## src/rtl/axi_pkg.sv

```systemverilog
// AXI3 read-channel constants and the fixed-width AR attribute bundle,
// shared by the read-side arbiters and muxes.
package axi_pkg;
   localparam int LEN_W   = 4;
   localparam int SIZE_W  = 3;
   localparam int BURST_W = 2;
   localparam int LOCK_W  = 2;
   localparam int CACHE_W = 4;
   localparam int PROT_W  = 3;

   localparam logic PORT_I = 1'b0;
   localparam logic PORT_D = 1'b1;

   // Address and ID widths are per-instance parameters, so they live beside this struct.
   typedef struct packed {
      logic [LEN_W-1:0]   len;
      logic [SIZE_W-1:0]  size;
      logic [BURST_W-1:0] burst;
      logic [LOCK_W-1:0]  lock;
      logic [CACHE_W-1:0] cache;
      logic [PROT_W-1:0]  prot;
   } ar_chan_t;
endpackage

```

## src/rtl/axi_rd_arbiter_if.sv

```systemverilog
// One AXI3 read port (AR + R channels). The master modport issues AR and
// accepts R; the slave modport is the opposite side.
interface axi_rd_arbiter_if #(
   parameter int ADDR_W = 32,
   parameter int DATA_W = 32,
   parameter int ID_W   = 4
) ();
   import axi_pkg::*;

   logic [ID_W-1:0]    arid;
   logic [ADDR_W-1:0]  araddr;
   logic [LEN_W-1:0]   arlen;
   logic [SIZE_W-1:0]  arsize;
   logic [BURST_W-1:0] arburst;
   logic [LOCK_W-1:0]  arlock;
   logic [CACHE_W-1:0] arcache;
   logic [PROT_W-1:0]  arprot;
   logic               arvalid;
   logic               arready;

   logic [ID_W-1:0]    rid;
   logic [DATA_W-1:0]  rdata;
   logic [1:0]         rresp;
   logic               rlast;
   logic               rvalid;
   logic               rready;

   modport master (
      output arid, araddr, arlen, arsize, arburst, arlock, arcache, arprot, arvalid,
      input  arready,
      input  rid, rdata, rresp, rlast, rvalid,
      output rready
   );

   modport slave (
      input  arid, araddr, arlen, arsize, arburst, arlock, arcache, arprot, arvalid,
      output arready,
      output rid, rdata, rresp, rlast, rvalid,
      input  rready
   );
endinterface

```

## src/rtl/axi_rd_arbiter_rr_arb2.sv

```systemverilog
// Two-requester round-robin grant. The pointer names the favoured requester
// and moves to the loser whenever a grant is issued.
module rr_arb2
   import axi_pkg::*;
(
   input  logic       clk,
   input  logic       rst_n,
   input  logic [1:0] req,
   output logic [1:0] gnt
);
   logic ptr_q, ptr_d;

   always_comb begin
      gnt   = 2'b00;
      ptr_d = ptr_q;
      case (req)
         2'b01:   gnt = 2'b01;
         2'b10:   gnt = 2'b10;
         2'b11:   gnt = ptr_q ? 2'b10 : 2'b01;
         default: gnt = 2'b00;
      endcase
      if (|gnt) ptr_d = ~gnt[PORT_D];
   end

   always_ff @(posedge clk or negedge rst_n) begin
      if (!rst_n) ptr_q <= PORT_I;
      else        ptr_q <= ptr_d;
   end
endmodule

```

## src/rtl/axi_rd_arbiter.sv

```systemverilog
// Shares one AXI3 read port between the instruction (I) and data (D) masters:
// round-robin AR grant into a one-entry AR register, R beats routed back by rid[0].
module axi_rd_arbiter
   import axi_pkg::*;
#(
   parameter int ADDR_W = 32,
   parameter int DATA_W = 32,
   parameter int ID_W   = 4
) (
   input  logic             aclk,
   input  logic             aresetn,
   axi_rd_arbiter_if.slave  port_i,
   axi_rd_arbiter_if.slave  port_d,
   axi_rd_arbiter_if.master m_axi,
   output logic             rerr
);
   logic              arvalid_q, arvalid_d;
   ar_chan_t          ar_q, ar_d;
   logic [ADDR_W-1:0] araddr_q, araddr_d;
   logic [ID_W-1:0]   arid_q, arid_d;
   logic              pending_i_q, pending_i_d;
   logic              pending_d_q, pending_d_d;
   logic [ID_W-1:0]   saved_id_i_q, saved_id_i_d;
   logic [ID_W-1:0]   saved_id_d_q, saved_id_d_d;
   logic              rerr_q, rerr_d;

   logic [1:0]        req, gnt;
   logic              rsel, sel_pending, beat_done;
   logic [DATA_W-1:0] rdata_w;

   // Grants only happen into an empty AR register, so a drain and a grant never share a cycle.
   assign req[PORT_I] = port_i.arvalid & ~pending_i_q & ~arvalid_q;
   assign req[PORT_D] = port_d.arvalid & ~pending_d_q & ~arvalid_q;

   rr_arb2 u_rr_arb2 (
      .clk   (aclk),
      .rst_n (aresetn),
      .req   (req),
      .gnt   (gnt)
   );

   assign port_i.arready = gnt[PORT_I];
   assign port_d.arready = gnt[PORT_D];

   assign m_axi.arvalid = arvalid_q;
   assign m_axi.arid    = arid_q;
   assign m_axi.araddr  = araddr_q;
   assign m_axi.arlen   = ar_q.len;
   assign m_axi.arsize  = ar_q.size;
   assign m_axi.arburst = ar_q.burst;
   assign m_axi.arlock  = ar_q.lock;
   assign m_axi.arcache = ar_q.cache;
   assign m_axi.arprot  = ar_q.prot;

   // Beats for a port with nothing pending are orphans: accepted, dropped and flagged.
   assign rsel        = m_axi.rid[0];
   assign sel_pending = (rsel == PORT_D) ? pending_d_q : pending_i_q;
   assign m_axi.rready = sel_pending ? ((rsel == PORT_D) ? port_d.rready : port_i.rready) : 1'b1;
   assign beat_done   = m_axi.rvalid & m_axi.rready & m_axi.rlast & sel_pending;

   assign rdata_w      = m_axi.rdata;
   assign port_i.rvalid = m_axi.rvalid & (rsel == PORT_I) & pending_i_q;
   assign port_d.rvalid = m_axi.rvalid & (rsel == PORT_D) & pending_d_q;
   assign port_i.rdata  = rdata_w;
   assign port_d.rdata  = rdata_w;
   assign port_i.rresp  = m_axi.rresp;
   assign port_d.rresp  = m_axi.rresp;
   assign port_i.rlast  = m_axi.rlast;
   assign port_d.rlast  = m_axi.rlast;
   assign port_i.rid    = saved_id_i_q;
   assign port_d.rid    = saved_id_d_q;

   assign rerr = rerr_q;

   always_comb begin
      arvalid_d    = arvalid_q;
      ar_d         = ar_q;
      araddr_d     = araddr_q;
      arid_d       = arid_q;
      pending_i_d  = pending_i_q;
      pending_d_d  = pending_d_q;
      saved_id_i_d = saved_id_i_q;
      saved_id_d_d = saved_id_d_q;
      rerr_d       = rerr_q | (m_axi.rvalid & ~sel_pending);

      if (arvalid_q && m_axi.arready) arvalid_d = 1'b0;
      if (beat_done && rsel == PORT_I) pending_i_d = 1'b0;
      if (beat_done && rsel == PORT_D) pending_d_d = 1'b0;

      if (gnt[PORT_I]) begin
         arvalid_d    = 1'b1;
         araddr_d     = port_i.araddr;
         ar_d         = '{len: port_i.arlen, size: port_i.arsize, burst: port_i.arburst,
                          lock: port_i.arlock, cache: port_i.arcache, prot: port_i.arprot};
         arid_d       = '0;
         arid_d[0]    = PORT_I;
         pending_i_d  = 1'b1;
         saved_id_i_d = port_i.arid;
      end else if (gnt[PORT_D]) begin
         arvalid_d    = 1'b1;
         araddr_d     = port_d.araddr;
         ar_d         = '{len: port_d.arlen, size: port_d.arsize, burst: port_d.arburst,
                          lock: port_d.arlock, cache: port_d.arcache, prot: port_d.arprot};
         arid_d       = '0;
         arid_d[0]    = PORT_D;
         pending_d_d  = 1'b1;
         saved_id_d_d = port_d.arid;
      end
   end

   always_ff @(posedge aclk or negedge aresetn) begin
      if (!aresetn) begin
         arvalid_q    <= 1'b0;
         ar_q         <= '0;
         araddr_q     <= '0;
         arid_q       <= '0;
         pending_i_q  <= 1'b0;
         pending_d_q  <= 1'b0;
         saved_id_i_q <= '0;
         saved_id_d_q <= '0;
         rerr_q       <= 1'b0;
      end else begin
         arvalid_q    <= arvalid_d;
         ar_q         <= ar_d;
         araddr_q     <= araddr_d;
         arid_q       <= arid_d;
         pending_i_q  <= pending_i_d;
         pending_d_q  <= pending_d_d;
         saved_id_i_q <= saved_id_i_d;
         saved_id_d_q <= saved_id_d_d;
         rerr_q       <= rerr_d;
      end
   end
endmodule

```

## src/flat_wrapper.sv

```systemverilog
// flat-port wrapper written by rule: the top's interface ports become plain ports
module axi_rd_arbiter_flat import axi_pkg::*;
#(
   parameter int ADDR_W = 32,
   parameter int DATA_W = 32,
   parameter int ID_W   = 4
)
  (aclk, aresetn, rerr, port_i_arid, port_i_araddr, port_i_arlen, port_i_arsize, port_i_arburst, port_i_arlock, port_i_arcache, port_i_arprot, port_i_arvalid, port_i_arready, port_i_rid, port_i_rdata, port_i_rresp, port_i_rlast, port_i_rvalid, port_i_rready, port_d_arid, port_d_araddr, port_d_arlen, port_d_arsize, port_d_arburst, port_d_arlock, port_d_arcache, port_d_arprot, port_d_arvalid, port_d_arready, port_d_rid, port_d_rdata, port_d_rresp, port_d_rlast, port_d_rvalid, port_d_rready, m_axi_arid, m_axi_araddr, m_axi_arlen, m_axi_arsize, m_axi_arburst, m_axi_arlock, m_axi_arcache, m_axi_arprot, m_axi_arvalid, m_axi_arready, m_axi_rid, m_axi_rdata, m_axi_rresp, m_axi_rlast, m_axi_rvalid, m_axi_rready);
  axi_rd_arbiter_if #(.ADDR_W(ADDR_W), .DATA_W(DATA_W), .ID_W(ID_W)) port_i_i ();
  axi_rd_arbiter_if #(.ADDR_W(ADDR_W), .DATA_W(DATA_W), .ID_W(ID_W)) port_d_i ();
  axi_rd_arbiter_if #(.ADDR_W(ADDR_W), .DATA_W(DATA_W), .ID_W(ID_W)) m_axi_i ();
  input  logic aclk;
  input  logic aresetn;
  output logic rerr;
  input wire logic [$bits(port_i_i.arid)-1:0] port_i_arid;
  input wire logic [$bits(port_i_i.araddr)-1:0] port_i_araddr;
  input wire logic [$bits(port_i_i.arlen)-1:0] port_i_arlen;
  input wire logic [$bits(port_i_i.arsize)-1:0] port_i_arsize;
  input wire logic [$bits(port_i_i.arburst)-1:0] port_i_arburst;
  input wire logic [$bits(port_i_i.arlock)-1:0] port_i_arlock;
  input wire logic [$bits(port_i_i.arcache)-1:0] port_i_arcache;
  input wire logic [$bits(port_i_i.arprot)-1:0] port_i_arprot;
  input wire logic [$bits(port_i_i.arvalid)-1:0] port_i_arvalid;
  output wire logic [$bits(port_i_i.arready)-1:0] port_i_arready;
  output wire logic [$bits(port_i_i.rid)-1:0] port_i_rid;
  output wire logic [$bits(port_i_i.rdata)-1:0] port_i_rdata;
  output wire logic [$bits(port_i_i.rresp)-1:0] port_i_rresp;
  output wire logic [$bits(port_i_i.rlast)-1:0] port_i_rlast;
  output wire logic [$bits(port_i_i.rvalid)-1:0] port_i_rvalid;
  input wire logic [$bits(port_i_i.rready)-1:0] port_i_rready;
  input wire logic [$bits(port_d_i.arid)-1:0] port_d_arid;
  input wire logic [$bits(port_d_i.araddr)-1:0] port_d_araddr;
  input wire logic [$bits(port_d_i.arlen)-1:0] port_d_arlen;
  input wire logic [$bits(port_d_i.arsize)-1:0] port_d_arsize;
  input wire logic [$bits(port_d_i.arburst)-1:0] port_d_arburst;
  input wire logic [$bits(port_d_i.arlock)-1:0] port_d_arlock;
  input wire logic [$bits(port_d_i.arcache)-1:0] port_d_arcache;
  input wire logic [$bits(port_d_i.arprot)-1:0] port_d_arprot;
  input wire logic [$bits(port_d_i.arvalid)-1:0] port_d_arvalid;
  output wire logic [$bits(port_d_i.arready)-1:0] port_d_arready;
  output wire logic [$bits(port_d_i.rid)-1:0] port_d_rid;
  output wire logic [$bits(port_d_i.rdata)-1:0] port_d_rdata;
  output wire logic [$bits(port_d_i.rresp)-1:0] port_d_rresp;
  output wire logic [$bits(port_d_i.rlast)-1:0] port_d_rlast;
  output wire logic [$bits(port_d_i.rvalid)-1:0] port_d_rvalid;
  input wire logic [$bits(port_d_i.rready)-1:0] port_d_rready;
  output wire logic [$bits(m_axi_i.arid)-1:0] m_axi_arid;
  output wire logic [$bits(m_axi_i.araddr)-1:0] m_axi_araddr;
  output wire logic [$bits(m_axi_i.arlen)-1:0] m_axi_arlen;
  output wire logic [$bits(m_axi_i.arsize)-1:0] m_axi_arsize;
  output wire logic [$bits(m_axi_i.arburst)-1:0] m_axi_arburst;
  output wire logic [$bits(m_axi_i.arlock)-1:0] m_axi_arlock;
  output wire logic [$bits(m_axi_i.arcache)-1:0] m_axi_arcache;
  output wire logic [$bits(m_axi_i.arprot)-1:0] m_axi_arprot;
  output wire logic [$bits(m_axi_i.arvalid)-1:0] m_axi_arvalid;
  input wire logic [$bits(m_axi_i.arready)-1:0] m_axi_arready;
  input wire logic [$bits(m_axi_i.rid)-1:0] m_axi_rid;
  input wire logic [$bits(m_axi_i.rdata)-1:0] m_axi_rdata;
  input wire logic [$bits(m_axi_i.rresp)-1:0] m_axi_rresp;
  input wire logic [$bits(m_axi_i.rlast)-1:0] m_axi_rlast;
  input wire logic [$bits(m_axi_i.rvalid)-1:0] m_axi_rvalid;
  output wire logic [$bits(m_axi_i.rready)-1:0] m_axi_rready;
  assign port_i_i.arid = port_i_arid;
  assign port_i_i.araddr = port_i_araddr;
  assign port_i_i.arlen = port_i_arlen;
  assign port_i_i.arsize = port_i_arsize;
  assign port_i_i.arburst = port_i_arburst;
  assign port_i_i.arlock = port_i_arlock;
  assign port_i_i.arcache = port_i_arcache;
  assign port_i_i.arprot = port_i_arprot;
  assign port_i_i.arvalid = port_i_arvalid;
  assign port_i_arready = port_i_i.arready;
  assign port_i_rid = port_i_i.rid;
  assign port_i_rdata = port_i_i.rdata;
  assign port_i_rresp = port_i_i.rresp;
  assign port_i_rlast = port_i_i.rlast;
  assign port_i_rvalid = port_i_i.rvalid;
  assign port_i_i.rready = port_i_rready;
  assign port_d_i.arid = port_d_arid;
  assign port_d_i.araddr = port_d_araddr;
  assign port_d_i.arlen = port_d_arlen;
  assign port_d_i.arsize = port_d_arsize;
  assign port_d_i.arburst = port_d_arburst;
  assign port_d_i.arlock = port_d_arlock;
  assign port_d_i.arcache = port_d_arcache;
  assign port_d_i.arprot = port_d_arprot;
  assign port_d_i.arvalid = port_d_arvalid;
  assign port_d_arready = port_d_i.arready;
  assign port_d_rid = port_d_i.rid;
  assign port_d_rdata = port_d_i.rdata;
  assign port_d_rresp = port_d_i.rresp;
  assign port_d_rlast = port_d_i.rlast;
  assign port_d_rvalid = port_d_i.rvalid;
  assign port_d_i.rready = port_d_rready;
  assign m_axi_arid = m_axi_i.arid;
  assign m_axi_araddr = m_axi_i.araddr;
  assign m_axi_arlen = m_axi_i.arlen;
  assign m_axi_arsize = m_axi_i.arsize;
  assign m_axi_arburst = m_axi_i.arburst;
  assign m_axi_arlock = m_axi_i.arlock;
  assign m_axi_arcache = m_axi_i.arcache;
  assign m_axi_arprot = m_axi_i.arprot;
  assign m_axi_arvalid = m_axi_i.arvalid;
  assign m_axi_i.arready = m_axi_arready;
  assign m_axi_i.rid = m_axi_rid;
  assign m_axi_i.rdata = m_axi_rdata;
  assign m_axi_i.rresp = m_axi_rresp;
  assign m_axi_i.rlast = m_axi_rlast;
  assign m_axi_i.rvalid = m_axi_rvalid;
  assign m_axi_rready = m_axi_i.rready;
  axi_rd_arbiter #(.ADDR_W(ADDR_W), .DATA_W(DATA_W), .ID_W(ID_W)) u_core (.aclk(aclk), .aresetn(aresetn), .port_i(port_i_i), .port_d(port_d_i), .m_axi(m_axi_i), .rerr(rerr));
endmodule
```

## config.mk

```make
export PLATFORM = sky130hd
export DESIGN_NAME = axi_rd_arbiter_flat
export DESIGN_NICKNAME = d
export VERILOG_FILES = /design/src/rtl/axi_pkg.sv /design/src/rtl/axi_rd_arbiter_if.sv /design/src/rtl/axi_rd_arbiter_rr_arb2.sv /design/src/rtl/axi_rd_arbiter.sv /design/src/flat_wrapper.sv
export SDC_FILE = /design/constraint.sdc
export NUM_CORES = 1
export LEC_CHECK = 0
export CAP_MARGIN = 20
export CORE_UTILIZATION = 30
export CTS_CLUSTER_DIAMETER = 120
export DETAILED_ROUTE_END_ITERATION = 16
export DONT_BUFFER_PORTS = 1
export GPL_TIMING_DRIVEN = 0
export PLACE_DENSITY = 0.44
export SLEW_MARGIN = 20
export SYNTH_ARGS = -nofsm -noshare
export SYNTH_HDL_FRONTEND = slang
export SYNTH_SLANG_ARGS = --single-unit
```

## constraint.sdc

```tcl
create_clock -name aclk -period 2.9 [get_ports aclk]
set_clock_uncertainty 0.1 [all_clocks]
set_input_delay 0.58 -clock aclk [delete_from_list [all_inputs] [get_ports aclk]]
set_output_delay 0.58 -clock aclk [all_outputs]
set_load 0.05 [all_outputs]
```

== Yosys cells after proc, flatten, opt, wreduce, memory -nomap -nowiden ==
Index checks and enable logic that the tools add are counted.

* Word-level logic and storage cells: 65
* Output and inout bits: 139
* Register bits after elaboration: 67
* Input bits: 155

* Bitwise operators: 20
* Reduce and logical (&&, ||, !) cells: 8
* Mux-type cells: 19
* Eq/ne operators: 3

{| class="wikitable"
|+ Operators by type and width
! kind !! number
|-
| 32-bit 2-to-1 mux || 2
|-
| 18-bit 2-to-1 mux || 2
|-
| 1-bit bitwise AND || 12
|-
| 1-bit 2-to-1 mux || 11
|-
| 4-bit 2-to-1 mux || 2
|-
| 1-bit NOT || 7
|-
| 2-bit case mux with 3 select lines || 1
|-
| 2-bit == test (second input constant) || 2
|-
| 2-bit nonzero test || 2
|-
| 1-bit logical AND || 3
|-
| 3-bit nonzero test || 1
|-
| 2-bit by 1-bit == test with 1-bit output (second input constant) || 1
|-
| 2-bit 2-to-1 mux || 1
|-
| 2-bit AND reduction || 1
|-
| 2-bit OR reduction || 1
|-
| 1-bit bitwise OR || 1
|}

== Longest topological paths before layout ==
* Depth in word-level cells: 9
* Depth in mapped cells: 5
* Mapped depth without buffers: 3

== Hierarchy ==
A second synthesis with hierarchy kept.

* Cells, all modules: 337
* Area total of the unflattened synthesis: 3465.8 um^2

{| class="wikitable"
|+ By module, submodules not included
! module !! cells each !! seq. area each (um^2) !! area each (um^2) !! times used
|-
| axi_rd_arbiter || 331 || 1576.5 || 3413.3 || 1
|-
| rr_arb2 || 6 || 25.0 || 52.6 || 1
|}

== Worst setup path after synthesis ==
Ideal clock, no wire load.

* Path type: reg-to-output
* Start point: register u_core.arvalid_q, in the netlist u_core.m_axi.arvalid
* End point: output port port_d_arready
* Required time: 2.220 ns
* Cell stages (with the launch flop): 3
* Slack: 0.689 ns
* Arrival: 1.531 ns
* Path buffers: 1
* Cells stage by stage: dfrtp_1 > nor3_2 > clkbuf_1

* Cells in the longest elaborated chain, start to end: 4
* Elaborated cells on any way between the ends: 7
* Classes of those cells: 3 x eq/ne; 1 x mux; 3 x bitwise

{| class="wikitable"
|+ Ends and longest elaborated chain
! what !! line !! text
|-
| start: declaration || axi_rd_arbiter.sv:17 || <nowiki>logic arvalid_q, arvalid_d;</nowiki>
|-
| start signal: assignment || axi_rd_arbiter.sv:123 || <nowiki>arvalid_q <= arvalid_d;</nowiki>
|-
| 1-bit NOT * || axi_rd_arbiter.sv:32, axi_rd_arbiter.sv:33 ||
|-
| 1-bit bitwise AND (on tied branches) || axi_rd_arbiter.sv:32, axi_rd_arbiter.sv:33 ||
|-
| 2-bit == test / 2-bit by 1-bit == test with 1-bit output (equally long branches) || axi_rd_arbiter_rr_arb2.sv:16 || <nowiki>case (req)</nowiki>
|-
| 2-bit case mux with 3 select lines * || axi_rd_arbiter_rr_arb2.sv:16 ||
|-
| end: declaration || flat_wrapper.sv:40 || <nowiki>output wire logic [$bits(port_d_i.arready)-1:0] port_d_arready;</nowiki>
|}

Every way passes the cells marked *; elsewhere a longest branch is shown, timed or not.

== Worst setup path after layout ==
* Start point: register u_core.arvalid_q, in the netlist u_core.m_axi.arvalid
* End point: output port port_i_arready

* Cells in the longest elaborated chain, start to end: 4
* Elaborated cells on any way between the ends: 7
* Classes of those cells: 3 x eq/ne; 1 x mux; 3 x bitwise

{| class="wikitable"
|+ Ends and longest elaborated chain
! what !! line !! text
|-
| 1-bit NOT * || axi_rd_arbiter.sv:32, axi_rd_arbiter.sv:33 ||
|-
| 1-bit bitwise AND (on tied branches) || axi_rd_arbiter.sv:32, axi_rd_arbiter.sv:33 ||
|-
| 2-bit == test / 2-bit by 1-bit == test with 1-bit output (equally long branches) || axi_rd_arbiter_rr_arb2.sv:16 ||
|-
| 2-bit case mux with 3 select lines * || axi_rd_arbiter_rr_arb2.sv:16 ||
|-
| end: declaration || flat_wrapper.sv:24 || <nowiki>output wire logic [$bits(port_i_i.arready)-1:0] port_i_arready;</nowiki>
|}

Marked as above.

==> impl_metrics.tcl <==
set metrics [dict create \
    endpoint_kind "primary output" \
    ir_worst_vdd_uv 616 \
    dp_worst_setup_slack_ns 0.372 \
    ys_ff_latch 64 \
    avgRoutedWirePerCell_um 20.4 \
    dp.cells 511 \
    seqPwrFrac 0.513 \
    synth.distinct_cells 32 \
    grt_pass1_vias 2786 \
    drcViolationCount 0 \
    clk_pin_slew_ns 0.05 \
    worstMarginPinSlew_ns 0.885 \
    cts_sinks 64 \
    powerDensity_nw_per_um2 1380 \
    cp.arrival_ns 1.93 \
    sw_frac_of_total 0.527 \
    dr.pass1.iters 4 \
    placed_area_um2 4060 \
    grt_pass1_wl_um 15600 \
    die_height_um 115 \
    status "finished clean" \
    netlist_instances 341 \
    root_buffer "clkbuf_16" \
    fin_nets 510 \
    relSlewSlack 0.408 \
    antenna_found_initial 2 \
    rsz0062_at_grt "no" \
    grt_usage 0.160 \
    power.leakage_nw 2.02 \
    power.total_mw 6.06 \
    routed_wl_um 10800 \
    final_core_util 0.359 \
    yosysWarnings 0 \
    htree_levels 3 \
    dp.final_hpwl_um 8090 \
    die_x_um 115 \
    crit_fanout 10 \
    final.setup.tns_ns 0 \
    grt.overflow.total 0 \
    p_int_mw 2.87 \
    ios 294 \
    place.gp.congestion 0.680 \
    portBuffers 0 \
    start_util 0.314 \
    worst_slack_ns 0.287 \
    crit_type "register to primary output" \
    syn_area_um2 3840 \
    hold_viol 0 \
    drv_slew 0 \
    holdWs_ns 0.0336 \
    coreArea_um2 12300 \
    postCtsSetupBuffers 0 \
    pwr-share-comb 0.305 \
    drive_gt1_frac 0.382 \
    crit_required_ns 2.22 \
    fin_cells 528 \
    min_period_over_period 0.901 \
    cts-buffers-inserted 9 \
    synth.avg_cell_area_um2 11.3 \
    seq_area_frac_synth 0.417 \
    fp.dieArea_um2 13300 \
    clock_latency_ns 0.33 \
    clock_path_buffers 2 \
    drt_first_iter_violations 134 \
    setup_violations 0 \
    cts_tree "built" \
    antenna_left 0 \
    num_vias 2868 \
    worstHoldPathType "input port to async pin" \
    stdcell_area_um2 4400 \
    drt-vias-per-instance 5.43 \
    num_rows 40 \
    p_sw_mw 3.20 \
    finalCriticalPeriod_ns 2.61 \
    grt_max_degree 65 \
    area_growth_syn_to_layout_pct 14.5 \
    clockPowerShare 0.182 \
    fmax_mhz 383 \
    fill_cells 1252 \
    cp-start-kind "register" \
    maxCapViolCount 0 \
]
==> final cells by class <==
cell class	instances	area (µm²)	share of cell area
multi-input combinational	171	1510	0.343
tap	168	210	0.0477
clock buffer	13	270	0.0614
sequential	64	1600	0.364
buffer	106	736	0.167
inverter	2	7.51	0.00170
timing repair buffer	1	27.5	0.00625
clock inverter	2	37.5	0.00852
antenna	1	2.50	0.000568
==> registers in the layout, summed over array words and instances (netlist names) <==
name / cells
u_core.u_rr_arb2.ptr_q: 1
u_core.port_i.rid: 4
u_core.m_axi.araddr: 32
u_core.m_axi.arlock: 2
u_core.m_axi.arsize: 3
u_core.pending_i_q: 1
u_core.m_axi.arlen: 4
u_core.m_axi.arid: 1
u_core.m_axi.arprot: 3
u_core.rerr: 1
u_core.m_axi.arcache: 4
u_core.m_axi.arburst: 2
u_core.pending_d_q: 1
u_core.m_axi.arvalid: 1
u_core.port_d.rid: 4
==> cells in the mapped netlist (all sizes together) <==
cell     instances  area (µm²)
a21o             5        37.5
a21oi            1        16.3
a221o           32         320
a221oi          18         158
a2bb2oi         18         220
a31o             1        8.76
and3            32         200
and3b            1        8.76
buf             94         689
clkbuf          12        45.0
conb             1        3.75
dfrtp           64        1600
inv              2        7.51
mux2             8        90.1
nand2            1        3.75
nand2b           3        18.8
nand3b           1        7.51
nand4            1        6.26
nand4b           1        8.76
nor2             3        27.5
nor3             1        10.0
nor3b            2        25.0
nor4bb          18         180
o21ai           19         133
o22a             1        8.76
or3b             1        8.76
==> power by group through the flow <==
stage	clock network [mW]	logic, mW	registers [mW]
CTS	1.15	1.87	3.12
detailed placement	0	1.85	3.13
global placement	0	1.81	3.13
floorplan	0	1.56	3.01
global route	1.19	2.00	3.17
finish	1.11	1.85	3.11
==> cell families after synthesis <==
group           Yosys count  share of synthesized area
flops                    64                      0.417
buf+inv                 108                      0.193
mux                       8                     0.0234
compound gates           95                      0.235
other cells               1                   0.000975
simple gates             65                      0.131
==> metal layers <==
| metal | wire length [µm] | global-route usage | share of wire |
|---|---|---|---|
| met5 | 13 | 0 | 0.0012 |
| met2 | 5490 | 0.269 | 0.51 |
| met1 | 4200 | 0.186 | 0.39 |
| met3 | 865 | 0.0448 | 0.080 |
| met4 | 210 | 0.0814 | 0.019 |
==> cells in the final DEF (no fill, tap or decap), types with 3 or more instances in the layout <==
master | synthesis | routed
and3_1 | 32 | 32
nor4bb_1 | 18 | 18
clkbuf_8 | 0 | 3
o21ai_0 | 8 | 8
buf_2 | 14 | 14
conb_1 | 1 | 3
o21ai_2 | 10 | 10
a221oi_1 | 18 | 18
clkbuf_16 | 0 | 9
buf_4 | 75 | 75
buf_6 | 5 | 5
a221o_1 | 32 | 32
dfrtp_1 | 64 | 64
clkbuf_1 | 12 | 12
a2bb2oi_1 | 8 | 8
a21o_1 | 5 | 5
nand2b_1 | 3 | 3
mux2_1 | 8 | 8
a2bb2oi_2 | 10 | 10
==> final timing paths <==
| kind | startpoint | end | slack, ns | cells past startpoint |
|---|---|---|---|---|
| setup / recovery | u_core.m_axi.arvalid$_DFFE_PN0P_ | port_i_arready | 0.29 | 3 |
| hold / removal | aresetn | u_core.m_axi.araddr[18]$_DFFE_PN0P_ | 0.03 | 1 |
| setup reg to reg | u_core.m_axi.arvalid$_DFFE_PN0P_ | u_core.port_i.rid[0]$_DFFE_PN0P_ | 0.72 | 4 |
| hold reg to reg | u_core.pending_d_q$_DFF_PN0_ | u_core.pending_d_q$_DFF_PN0_ | 0.46 | 1 |
| max in group asynchronous | aresetn | u_core.m_axi.araddr[5]$_DFFE_PN0P_ | 2.40 | 1 |
| min in group aclk | m_axi_arready | u_core.m_axi.arvalid$_DFFE_PN0P_ | 0.22 | 1 |
==> timing repair <==
action / CTS / global route
setup endpoints to repair: 0 / 2
hold buffers: 1 / 0
resized for setup: 0 / 4
endpoints found under the hold margin: 64 / 0
==> critical path: stages, from the launching register on <==
cell and delay (ns):
dfrtp_1 0.63, or3b_1 0.46, buf_2 0.21, nor2_8 0.29
(Power assumes the default switching activity.)
